==> src/rtl/cmp_pkg.sv <==
// cmp_pkg: shared FSM state type and one-hot {eq,gt,lt} result encodings
// for the serial magnitude comparator.
package cmp_pkg;

   typedef enum logic [1:0] {
      IDLE,
      RUN,
      DONE
   } state_t;

   localparam logic [2:0] CMP_EQ = 3'b100;
   localparam logic [2:0] CMP_GT = 3'b010;
   localparam logic [2:0] CMP_LT = 3'b001;

endpackage

==> src/rtl/cmp_slice2.sv <==
// cmp_slice2: combinational comparator for one 2-bit digit pair.
module cmp_slice2 (
   input  logic [1:0] x,
   input  logic [1:0] y,
   output logic       e,
   output logic       g,
   output logic       l
);

   assign g = (x[1] & ~y[1]) | ((x[1] ~^ y[1]) & x[0] & ~y[0]);
   assign l = (~x[1] & y[1]) | ((x[1] ~^ y[1]) & ~x[0] & y[0]);
   assign e = (x == y);

endmodule

==> src/rtl/serial_mag_comp.sv <==
// serial_mag_comp: multi-cycle unsigned magnitude comparator; walks 2-bit digit
// pairs MSB first and stops at the first unequal pair.
module serial_mag_comp
   import cmp_pkg::*;
#(
   parameter int WIDTH = 8
) (
   input  logic             clk,
   input  logic             rst_n,
   input  logic             in_valid,
   output logic             in_ready,
   input  logic [WIDTH-1:0] a,
   input  logic [WIDTH-1:0] b,
   output logic             out_valid,
   input  logic             out_ready,
   output logic             eq,
   output logic             gt,
   output logic             lt,
   output logic             busy
);

   localparam int DIGITS = WIDTH / 2;
   localparam int CW     = (DIGITS > 1) ? $clog2(DIGITS) : 1;

   if (WIDTH < 2 || (WIDTH % 2) != 0) begin : g_bad_width
      $error("serial_mag_comp: WIDTH must be even and >= 2");
   end

   state_t           state_q, state_d;
   logic [WIDTH-1:0] sa_q, sa_d, sb_q, sb_d;
   logic [CW-1:0]    cnt_q, cnt_d;
   logic [2:0]       res_q, res_d;
   logic             pe, pg, pl;

   cmp_slice2 u_slice (
      .x(sa_q[WIDTH-1 -: 2]),
      .y(sb_q[WIDTH-1 -: 2]),
      .e(pe),
      .g(pg),
      .l(pl)
   );

   always_ff @(posedge clk or negedge rst_n) begin
      if (!rst_n) begin
         state_q <= IDLE;
         sa_q    <= '0;
         sb_q    <= '0;
         cnt_q   <= '0;
         res_q   <= '0;
      end else begin
         state_q <= state_d;
         sa_q    <= sa_d;
         sb_q    <= sb_d;
         cnt_q   <= cnt_d;
         res_q   <= res_d;
      end
   end

   // The result vector is only ever non-zero in DONE, so the one-hot
   // invariant follows from the state encoding alone.
   always_comb begin
      state_d = state_q;
      sa_d    = sa_q;
      sb_d    = sb_q;
      cnt_d   = cnt_q;
      res_d   = res_q;
      case (state_q)
         IDLE: if (in_valid) begin
            sa_d    = a;
            sb_d    = b;
            cnt_d   = CW'(DIGITS - 1);
            res_d   = '0;
            state_d = RUN;
         end
         RUN: if (pe && cnt_q != '0) begin
            sa_d  = sa_q << 2;
            sb_d  = sb_q << 2;
            cnt_d = cnt_q - CW'(1);
         end else begin
            res_d   = pe ? CMP_EQ : (pg ? CMP_GT : CMP_LT);
            state_d = DONE;
         end
         DONE: if (out_ready) begin
            res_d   = '0;
            state_d = IDLE;
         end
         default: state_d = IDLE;
      endcase
   end

   assign in_ready  = (state_q == IDLE);
   assign busy      = (state_q != IDLE);
   assign out_valid = (state_q == DONE);
   assign eq        = res_q[2];
   assign gt        = res_q[1];
   assign lt        = res_q[0];

endmodule

==> config.mk <==
export PLATFORM = sky130hd
export DESIGN_NAME = serial_mag_comp
export DESIGN_NICKNAME = d
export VERILOG_FILES = /design/src/rtl/cmp_pkg.sv /design/src/rtl/cmp_slice2.sv /design/src/rtl/serial_mag_comp.sv
export SDC_FILE = /design/constraint.sdc
export NUM_CORES = 1
export LEC_CHECK = 0
export BUFFER_PORTS_ARGS = -buffer_cell sky130_fd_sc_hd__buf_2
export CAP_MARGIN = 0
export CORE_ASPECT_RATIO = 0.75
export CORE_MARGIN = 1.5
export CORE_UTILIZATION = 45
export CTS_CLUSTER_DIAMETER = 40
export DETAILED_ROUTE_END_ITERATION = 10
export HOLD_SLACK_MARGIN = 0.02
export PLACE_DENSITY = 0.68
export SYNTH_ARGS = -nofsm -noshare
export SYNTH_HDL_FRONTEND = slang
export SYNTH_HIERARCHICAL = 1
export SYNTH_SLANG_ARGS = --single-unit
==> constraint.sdc <==
create_clock -name clk -period 2 [get_ports clk]
set_input_delay 0.1 -clock clk [delete_from_list [all_inputs] [get_ports clk]]
set_output_delay 0.1 -clock clk [all_outputs]
set_load 0.03 [all_outputs]
==> summary.md, run 1 <==
| Metric | Value |
|---|---|
| Status | finished, final reports clean |
| Vias in the first global route | 943 |
| Fillcell total | 230 |
| Tightest Pin Transition | 510 ps |
| Global route overflow | 0 |
| Worst-skew pair later-pin latency | 320 ps |
| CTS tree | done |
| Lkg Pwr | 0.672 nW |
| Detailed Route WL | approximately 2400 um |
| Die Area | 2990 um2 |
| Vias after detailed routing | 889 |
| Final Hold Fails | 0 |
| WS Path Type | reg -> reg |
| Final min period | 1850 ps |
| Ant diodes | 0 |
| Max IR drop VDD | between 0.9 and 1 mV |
| Row Count | 15 |
| Pre-CTS worst setup slack | a little over 200 ps |
| IO Pins | 26 |
| Clk root buf | clkbuf_4 |
| Syn Nets | 131 |
| Cts bufs inserted | 3 |
| First-pass GRT wire length | 4140 um |
| Crit start category | register |
| CTS max path bufs | 2 |
| DRC | 0 |
| Commonest non-fill, non-tap cells in the layout | buf_2, dfrtp_1, mux2i_1, nor3_1, a21oi_1 |
| Largest net degree at the start of global routing | 24 |
| Vias/cell | 5.05 |
| Ratio of cells with drive above 1 in the final layout | 0.310 |
| Ys Warns | 6 |
| Synthesized area per cell | between 10 and 15 um2 |
| Area grow syn2layout | 19.2% |
| RePlAce Congestion | about 0.73 |
| Final max-slew violation count | 0 |
| Setup TNS | 0 ps |
| Unrepaired setup endpoints after global routing | false |
| Worst Skew | 1.44 ps |
| H-tree lvl count | 1 |
| Final Net Count | 165 |
| Drt pass-1 iters | 4 |
| Die H | 47.7 um |
| Antenna violations before repair | 0 |
| ANT nets after route | 0 |
| Critical path peak fanout | 7 |
| CTS Sinks | 23 |
| Arr. time, crit path | 2080 ps |
| Power Density | between 1500 and 2000 nW/um2 |
| Mapped Area | 1200 um2 |
| PortBufs | 25 |
| Die Wd | about 63 um |
| Worst setup EP type | register |
| Initial Utilization | 0.499 |
| All-Layer GR Usage | 0.186 |
| Fmax | around 540 MHz |
| Max-cap violations | 0 |
| Clock transition at path regs | approximately 130 ps |
| Iter 0 DRT Violations | 25 |
| Final Cycle Share | 0.926 |
| Buffers inserted by post-CTS timing repair | 0 |
| Routed WL per cell | 13.4 um |
| Cells after synthesis | roughly 110 |
| Core region area | 2400 um2 |
| Final Worst Setup Slack | 148 ps |
| Commonest non-fill, non-tap cell in the layout | buf_2 |
| Worst slew margin | 0.660 |
| Final setup violation count | 0 |
| Critical Path RT | roughly 2200 ps |
| DP HPWL | 1730 um |
| Hold Crit Class | in -> reg |
-- path summary, 6_finish.rpt --
kind	startpoint	end	slack (ps)	depth (start not counted)
worst max-delay path	sb_q[7]	sa_q[6]	150	7
worst min-delay path	b[6]	sb_q[6]	70	3
worst max register to register	sb_q[7]	sa_q[6]	150	7
worst min register to register	sa_q[0]	sa_q[0]	520	1
max in group asynchronous	rst_n	sb_q[6]	1410	2
min in group asynchronous	rst_n	sa_q[4]	250	2
-- layer usage --
layer / track usage / routed length, um
met5: 0 / 0
met4: 0.0533 / 18
met3: 0.0424 / 74
met2: 0.346 / 1110
met1: 0.228 / 1160
-- flip-flops by register name (all words and copies together) (netlist names) --
register / flops
state_q: 2
res_q: 3
sa_q: 8
cnt_q: 2
sb_q: 8
-- power by group --
group | internal (mW) | switching [mW] | total (mW)
clock | 0.0766 | 0.152 | 0.229
sequential | 0.670 | 0.170 | 0.840
combinational | 0.505 | 0.585 | 1.09
total | 1.25 | 0.907 | 2.16
-- what timing repair did --
item | 4_1_cts | 5_1_grt
endpoints found under the hold margin | 28 | 0
hold buffers | 6 | 0
resized for setup | 0 | 0
-- area by class of cell --
class | instances | area (um2) | share of cell area
Tap cell | 34 | 42.5 | 0.0298
Multi-Input combinational cell | 70 | 524 | 0.367
Sequential cell | 23 | 576 | 0.403
Timing Repair Buffer | 36 | 223 | 0.156
Inverter | 9 | 33.8 | 0.0236
Clock inverter | 1 | 7.51 | 0.00525
Clock buffer | 3 | 22.5 | 0.0158
-- metrics by stage --
step                      total power, mW  area (um2)  cells  utilization  hold WS [ps]
after global routing                 2.34        1430    176        0.595          91.2
after floorplan                      1.72        1200    109            -          -196
after detailed placement             1.92        1340    166        0.557           101
final                                2.16        1430    176        0.595          71.5
after CTS                            2.17        1430    176        0.595          62.3
after global placement               1.89        1340    166        0.557          99.9
-- worst max-delay path, stage by stage (launching register included) --
cell and delay, ps:
dfrtp_1 390, inv_1 50, ha_1 310, and2_1 190, and4bb_4 230, nor2_4 180, inv_2 100, mux2_4 300
(Power assumes the default switching activity.)
==> inputs of run 2 (changes only) <==
MAX_ROUTING_LAYER = met4   (was default)
REMOVE_ABC_BUFFERS = 1   (was default)
==> run 2 against run 1 <==
Effect of this change: power is 1.7% lower; cell count is 0.57% lower; register-to-register slack better by 70 ps; clock-buffer cell count stayed put; sequential share of layout area is 0.21 points higher; die area stayed put; via count is 1.6% higher; combinational power hardly changed; flip-flop and latch count stayed put; non-clock buffer count is 1 lower; critical path type unchanged; largest power group unchanged.
==> summary.md, run 2 (synthesized netlist as in run 1, its figures left out) <==
| Metric | Value |
|---|---|
| Ant diodes | 0 (unchanged) |
| Die H | 47.7 um (unchanged) |
| Worst-skew pair later-pin latency | 320 ps (about the same) |
| Critical path cell sequence | inv_1 > ha_1 > and2_1 > and4bb_4 > nor2_4 > inv_2 > buf_4 > a21oi_1 |
| Tightest Pin Transition | 512 ps (+1.35 ps) |
| Fmax | 561 MHz (+3.9%) |
| Vias/cell | 5.16 (+2.2%) |
| All-Layer GR Usage | 0.186 (+0.000500) |
| Crit start category | register |
| Status | finished, final reports clean |
| First-pass GRT wire length | 3970 um (-4.0%) |
| Fillcell total | 230 (unchanged) |
| H-tree lvl count | 1 (unchanged) |
| Ratio of cells with drive above 1 in the final layout | 0.305 (-0.00489) |
| P_int | 1.24 mW (-0.99%) |
| Drt pass-1 iters | 4 (unchanged) |
| DP HPWL | 1640 um (-4.9%) |
| Clock share of power | 0.105 (about the same) |
| Vias after detailed routing | 903 (+1.6%) |
| Hold Crit Class | in -> reg |
| Worst slew margin | 0.659 (-0.000902) |
| Vias in the first global route | 898 (-4.8%) |
| Crit path from | sb_q[7] |
| Final Worst Setup Slack | 217 ps (+69.3 ps) |
| Final Net Count | 164 (-0.61%) |
| IO Pins | 26 (unchanged) |
| Global route overflow | 0 (unchanged) |
| DP Cell Count | 165 (-0.60%) |
| DRC | 0 (unchanged) |
| Pre-CTS worst setup slack | 218 ps (+16.3 ps) |
| WS Path Type | reg -> reg |
| Hold Startpoint | a[3] |
| Worst R2R Start | sb_q[7] |
| Buffers inserted by post-CTS timing repair | 0 (unchanged) |
| Initial Utilization | 0.499 (unchanged) |
| Max IR drop VDD | 0.670 mV (-31%) |
| ANT nets after route | 0 (unchanged) |
| Detailed Route WL | 2310 um (-2.1%) |
| Core region area | 2400 um2 (unchanged) |
| Core Util, Final | 0.592 (-0.00312) |
| Worst hold margin | 69.3 ps (-2.17 ps) |
| PortBufs | 25 (unchanged) |
| Area grow syn2layout | 18.6% |
| Power Density | 1490 nW/um2 (-1.2%) |
| Worst setup EP type | register |
| Max-cap violations | 0 (unchanged) |
| Unrepaired setup endpoints after global routing | false |
| CTS max path bufs | 2 (unchanged) |
| Final Hold Fails | 0 (unchanged) |
| Comb pwr share | 0.503 (-0.002) |
| Lkg Pwr | 0.667 nW (-0.77%) |
| Final min period | 1780 ps (-69.3 ps) |
| Clk root buf | clkbuf_4 |
| Switching power total | 0.883 mW (-2.7%) |
| CTS Sinks | 23 (unchanged) |
| Commonest non-fill, non-tap cell in the layout | buf_2 |
| Row Count | 15 (unchanged) |
| Largest net degree at the start of global routing | 24 (unchanged) |
| RePlAce Congestion | 0.736 (+1.1%) |
| Seq pwr share | 0.392 (+0.003) |
| Cts bufs inserted | 3 (unchanged) |
| Final Cycle Share | 0.891 (-0.0347) |
| Biggest registers after layout | sa_q x8, sb_q x8, res_q x3 |
| Routed WL per cell | 13.2 um (-1.6%) |
| Critical Path RT | 2250 ps (+20 ps) |
| Slowest stage cell, crit path | dfrtp_1 |
| Clock transition at path regs | 130 ps (about the same) |
| Worst Skew | 7.29 ps (+5.85 ps) |
| Die Wd | 62.6 um (unchanged) |
| Sw Ratio | 0.416 (-0.00421) |
| Die Area | 2990 um2 (unchanged) |
| Commonest non-fill, non-tap cells in the layout | buf_2, dfrtp_1, mux2i_1, nor3_1, a21oi_1 |
| Critical path peak fanout | 9 (+2) |
| Antenna violations before repair | 0 (unchanged) |
| Final setup violation count | 0 (unchanged) |
| CTS tree | done |
| Arr. time, crit path | 2030 ps (-50 ps) |
| Final non-filler cell total | 175 (-0.57%) |
| Iter 0 DRT Violations | 37 (+48%) |
| Max incr delay on CP | 370 ps (-20 ps) |
| Final max-slew violation count | 0 (unchanged) |
| Setup TNS | 0 ps (unchanged) |
## run 2: power groups by stage
stage | clock network, mW | registers [mW] | logic [mW]
after floorplan | 0 | 0.822 | 0.784
after global placement | 0 | 0.831 | 1.04
after detailed placement | 0 | 0.844 | 1.06
after CTS | 0.234 | 0.834 | 1.08
after global routing | 0.253 | 0.861 | 1.20
final | 0.223 | 0.833 | 1.07
## run 2: path summary, 6_finish.rpt
check / endpoint / cells after the start / slack [ps]
worst max-delay path: sb_q[7] / 8 / 220
worst min-delay path: sa_q[3] / 3 / 70
worst max register to register: sb_q[7] / 8 / 220
worst min register to register: sb_q[0] / 1 / 530
max in group asynchronous: state_q[1] / 2 / 1350
min in group asynchronous: sb_q[3] / 2 / 300
## run 2: worst max-delay path: cells and delay by family (launching register included)
family	cells	cell delay, ps
simple gates	3	590
flops	1	370
buf+inv	3	320
fa+ha+maj	1	290
compound gates	1	140
## run 2: final cells by class
cell class	instances	area, um2	share of cell area
Clock buffer	3	22.5	0.0158
Inverter	9	33.8	0.0238
Tap cell	34	42.5	0.0299
Sequential cell	23	576	0.405
Timing Repair Buffer	35	215	0.151
Multi-Input combinational cell	70	524	0.369
Clock inverter	1	7.51	0.00528
## run 2: per-stage QoR
step,power (mW),area [um2]
finish,2.12,1420
global route,2.31,1420
CTS,2.15,1420
detailed placement,1.91,1330
global placement,1.87,1330
floorplan,1.61,1130
## run 2: per-layer routing
layer	routed length, um	GRT usage	share of wire	vias to the layer above
met4	20	0.0667	0.0086	0
li1	-	-	-	449
met3	86	0.0494	0.037	2
met1	1140	0.220	0.49	435
met2	1070	0.320	0.46	17
met5	0	-	0	-
## run 2: repair_timing
action                                 CTS  global route
gates resized for setup                  0             0
endpoints found under the hold margin   28             0
hold buffers                             6             0
==> inputs of run 3 (changes only) <==
ABC_AREA = 1   (was default)
==> run 3 against run 2 <==
Effect of this change: core utilization down 0.73 points; combinational power down 5%; via count grew 9.5%; non-clock buffer count down 5; sequential share of layout area rose by 0.51 points; critical endpoint is now sb_q[3]; critical path type unchanged; clock-buffer cell count unchanged.
==> summary.md, run 3 <==
| Metric | Value |
|---|---|
| Status | finished, final reports clean |
| Unrepaired setup endpoints after global routing | false |
| Hold Startpoint | out_ready |
| Cts bufs inserted | 3 (unchanged) |
| Synthesized area per cell | 7.78 um2 (-29%) |
| DRC | 0 (unchanged) |
| Vias after detailed routing | 989 (+9.5%) |
| IO Pins | 26 (unchanged) |
| Area grow syn2layout | 17.2% |
| Detailed Route WL | 2100 um (-9.2%) |
| Worst slew margin | 0.519 (-0.140) |
| RePlAce Congestion | 0.716 (-2.8%) |
| Mapped Area | 1200 um2 (-0.10%) |
| Power Density | 1430 nW/um2 (-4.0%) |
| Row Count | 15 (unchanged) |
| DP HPWL | 1480 um (-9.8%) |
| Cells after synthesis | 154 (+41%) |
| Routed WL per cell | 9.64 um (-27%) |
| Worst setup EP type | register |
| Crit start category | register |
| Setup TNS | 0 ps (unchanged) |
| Commonest non-fill, non-tap cells in the layout | nand2_1, inv_1, buf_2, o21ai_0, dfrtp_1 |
| Vias in the first global route | 830 (-7.6%) |
| R2R depth | 7 (-1) |
| Die Wd | 62.6 um (about the same) |
| Clk root buf | clkbuf_4 |
| WS Path Type | reg -> reg |
| Hold Crit Class | in -> reg |
| Min-Delay Endpoint | state_q[1] |
| Commonest non-fill, non-tap cell in the layout | nand2_1 |
| Largest net degree at the start of global routing | 28 (+17%) |
| Final min period | 1680 ps (-101 ps) |
| Vias/cell | 4.54 (-12%) |
| Lkg Pwr | 0.780 nW (+17%) |
| Final max-slew violation count | 0 (unchanged) |
| R2R setup slack | 320 ps (+100 ps) |
| All-Layer GR Usage | 0.170 (-0.0160) |
| Iter 0 DRT Violations | 30 (-19%) |
| Fmax | 595 MHz (+6.0%) |
| Worst-skew pair later-pin latency | 320 ps (about the same) |
| Global route overflow | 0 (unchanged) |
| Final setup violation count | 0 (unchanged) |
| Hold Path Depth | 4 (+1) |
| Max-cap violations | 0 (unchanged) |
| Biggest registers after layout | sa_q x8, sb_q x8, res_q x3 |
| Ant diodes | 0 (unchanged) |
| Final Hold Fails | 0 (unchanged) |
| Core region area | 2400 um2 (unchanged) |
| First-pass GRT wire length | 3710 um (-6.8%) |
| Die Area | 2980 um2 (-0.10%) |
| Arr. time, crit path | 1880 ps (-150 ps) |
| CTS Sinks | 23 (unchanged) |
| FF-to-FF End | sb_q[3] |
| Die H | 47.7 um (about the same) |
| Antenna violations before repair | 0 (unchanged) |
| Worst hold margin | 64.3 ps (-4.98 ps) |
| PortBufs | 25 (unchanged) |
| Final Cycle Share | 0.841 (-0.0505) |
| Ys Warns | 6 (unchanged) |
| Tightest Pin Transition | 720 ps (+209 ps) |
| Max IR drop VDD | 0.621 mV (-7.4%) |
| H-tree lvl count | 1 (unchanged) |
| Drt pass-1 iters | 4 (unchanged) |
| Cells resized by post-CTS repair | 0 (unchanged) |
| Ratio of cells with drive above 1 in the final layout | 0.223 (-0.0821) |
| ANT nets after route | 0 (unchanged) |
| Clock transition at path regs | 120 ps (about the same) |
| CTS max path bufs | 2 (unchanged) |
| CTS tree | done |
| Critical path peak fanout | 27 (+18) |
| Final Net Count | 207 (+26%) |
| Crit path from | sb_q[7] |
| Worst R2R Start | sb_q[7] |
| Critical Path RT | 2200 ps (-50 ps) |
| Initial Utilization | 0.498 (-0.000521) |
| Worst Skew | 1.48 ps (-5.81 ps) |
| Fillcell total | 252 (+9.6%) |
## run 3: worst max path at each step
stage	to	slack (ps)	cells past startpoint
finish	sb_q[3]	320	7
global route	sb_q[5]	160	8
CTS	sb_q[3]	300	7
detailed placement	sb_q[3]	320	7
global placement	sb_q[1]	390	6
floorplan	sa_q[0]	500	6
## run 3: critical path: stages (launching register included)
cell,delay (ps)
dfrtp_1,360
inv_1,50
ha_1,280
nand2_1,50
nor2_1,260
nand3_4,170
nand2_4,250
o21ai_0,130
## run 3: layout make-up
| type | count | area (um2) | area share |
|---|---|---|---|
| flip-flops and latches | 23 | 576 | 0.410 |
| multi-input cells | 100 | 482 | 0.343 |
| repair buffers | 30 | 175 | 0.125 |
| inverters | 27 | 101 | 0.0722 |
| well taps | 34 | 42.5 | 0.0303 |
| clock buffers | 3 | 22.5 | 0.0160 |
| clock inverters | 1 | 5.00 | 0.00357 |
## run 3: metrics by stage
| stage | area (um2) | total power, mW | worst slack [ps] | instances | utilization |
|---|---|---|---|---|---|
| 5_1_grt | 1400 | 2.23 | 164 | 218 | 0.584 |
| 3_5_place_dp | 1330 | 1.81 | 320 | 209 | 0.552 |
| 6_report | 1400 | 2.01 | 318 | 218 | 0.584 |
| 2_1_floorplan | 1160 | 1.56 | 503 | 150 | - |
| 4_1_cts | 1400 | 2.04 | 297 | 218 | 0.584 |
| 3_3_place_gp | 1330 | 1.77 | 389 | 209 | 0.552 |
## run 3: what timing repair did
item,in CTS,in global routing
hold buffers,5,0
setup buffers,0,0
endpoints found under the setup margin,0,0
hold endpoints to repair,27,0
## run 3: power by group
part           internal, mW  switching (mW)  leakage, nW
Combinational         0.323           0.699        0.478
Clock                0.0750           0.142       0.0177
Sequential            0.673           0.103        0.285
## run 3: routing by layer
metal | vias up | track usage | part of all wire | routed length, um
li1 | 528 | - | - | -
met1 | 442 | 0.214 | 0.49 | 1030
met2 | 16 | 0.273 | 0.46 | 960
met3 | 3 | 0.0565 | 0.044 | 93
met4 | 0 | 0.0400 | 0.0067 | 14
met5 | - | - | 0 | 0
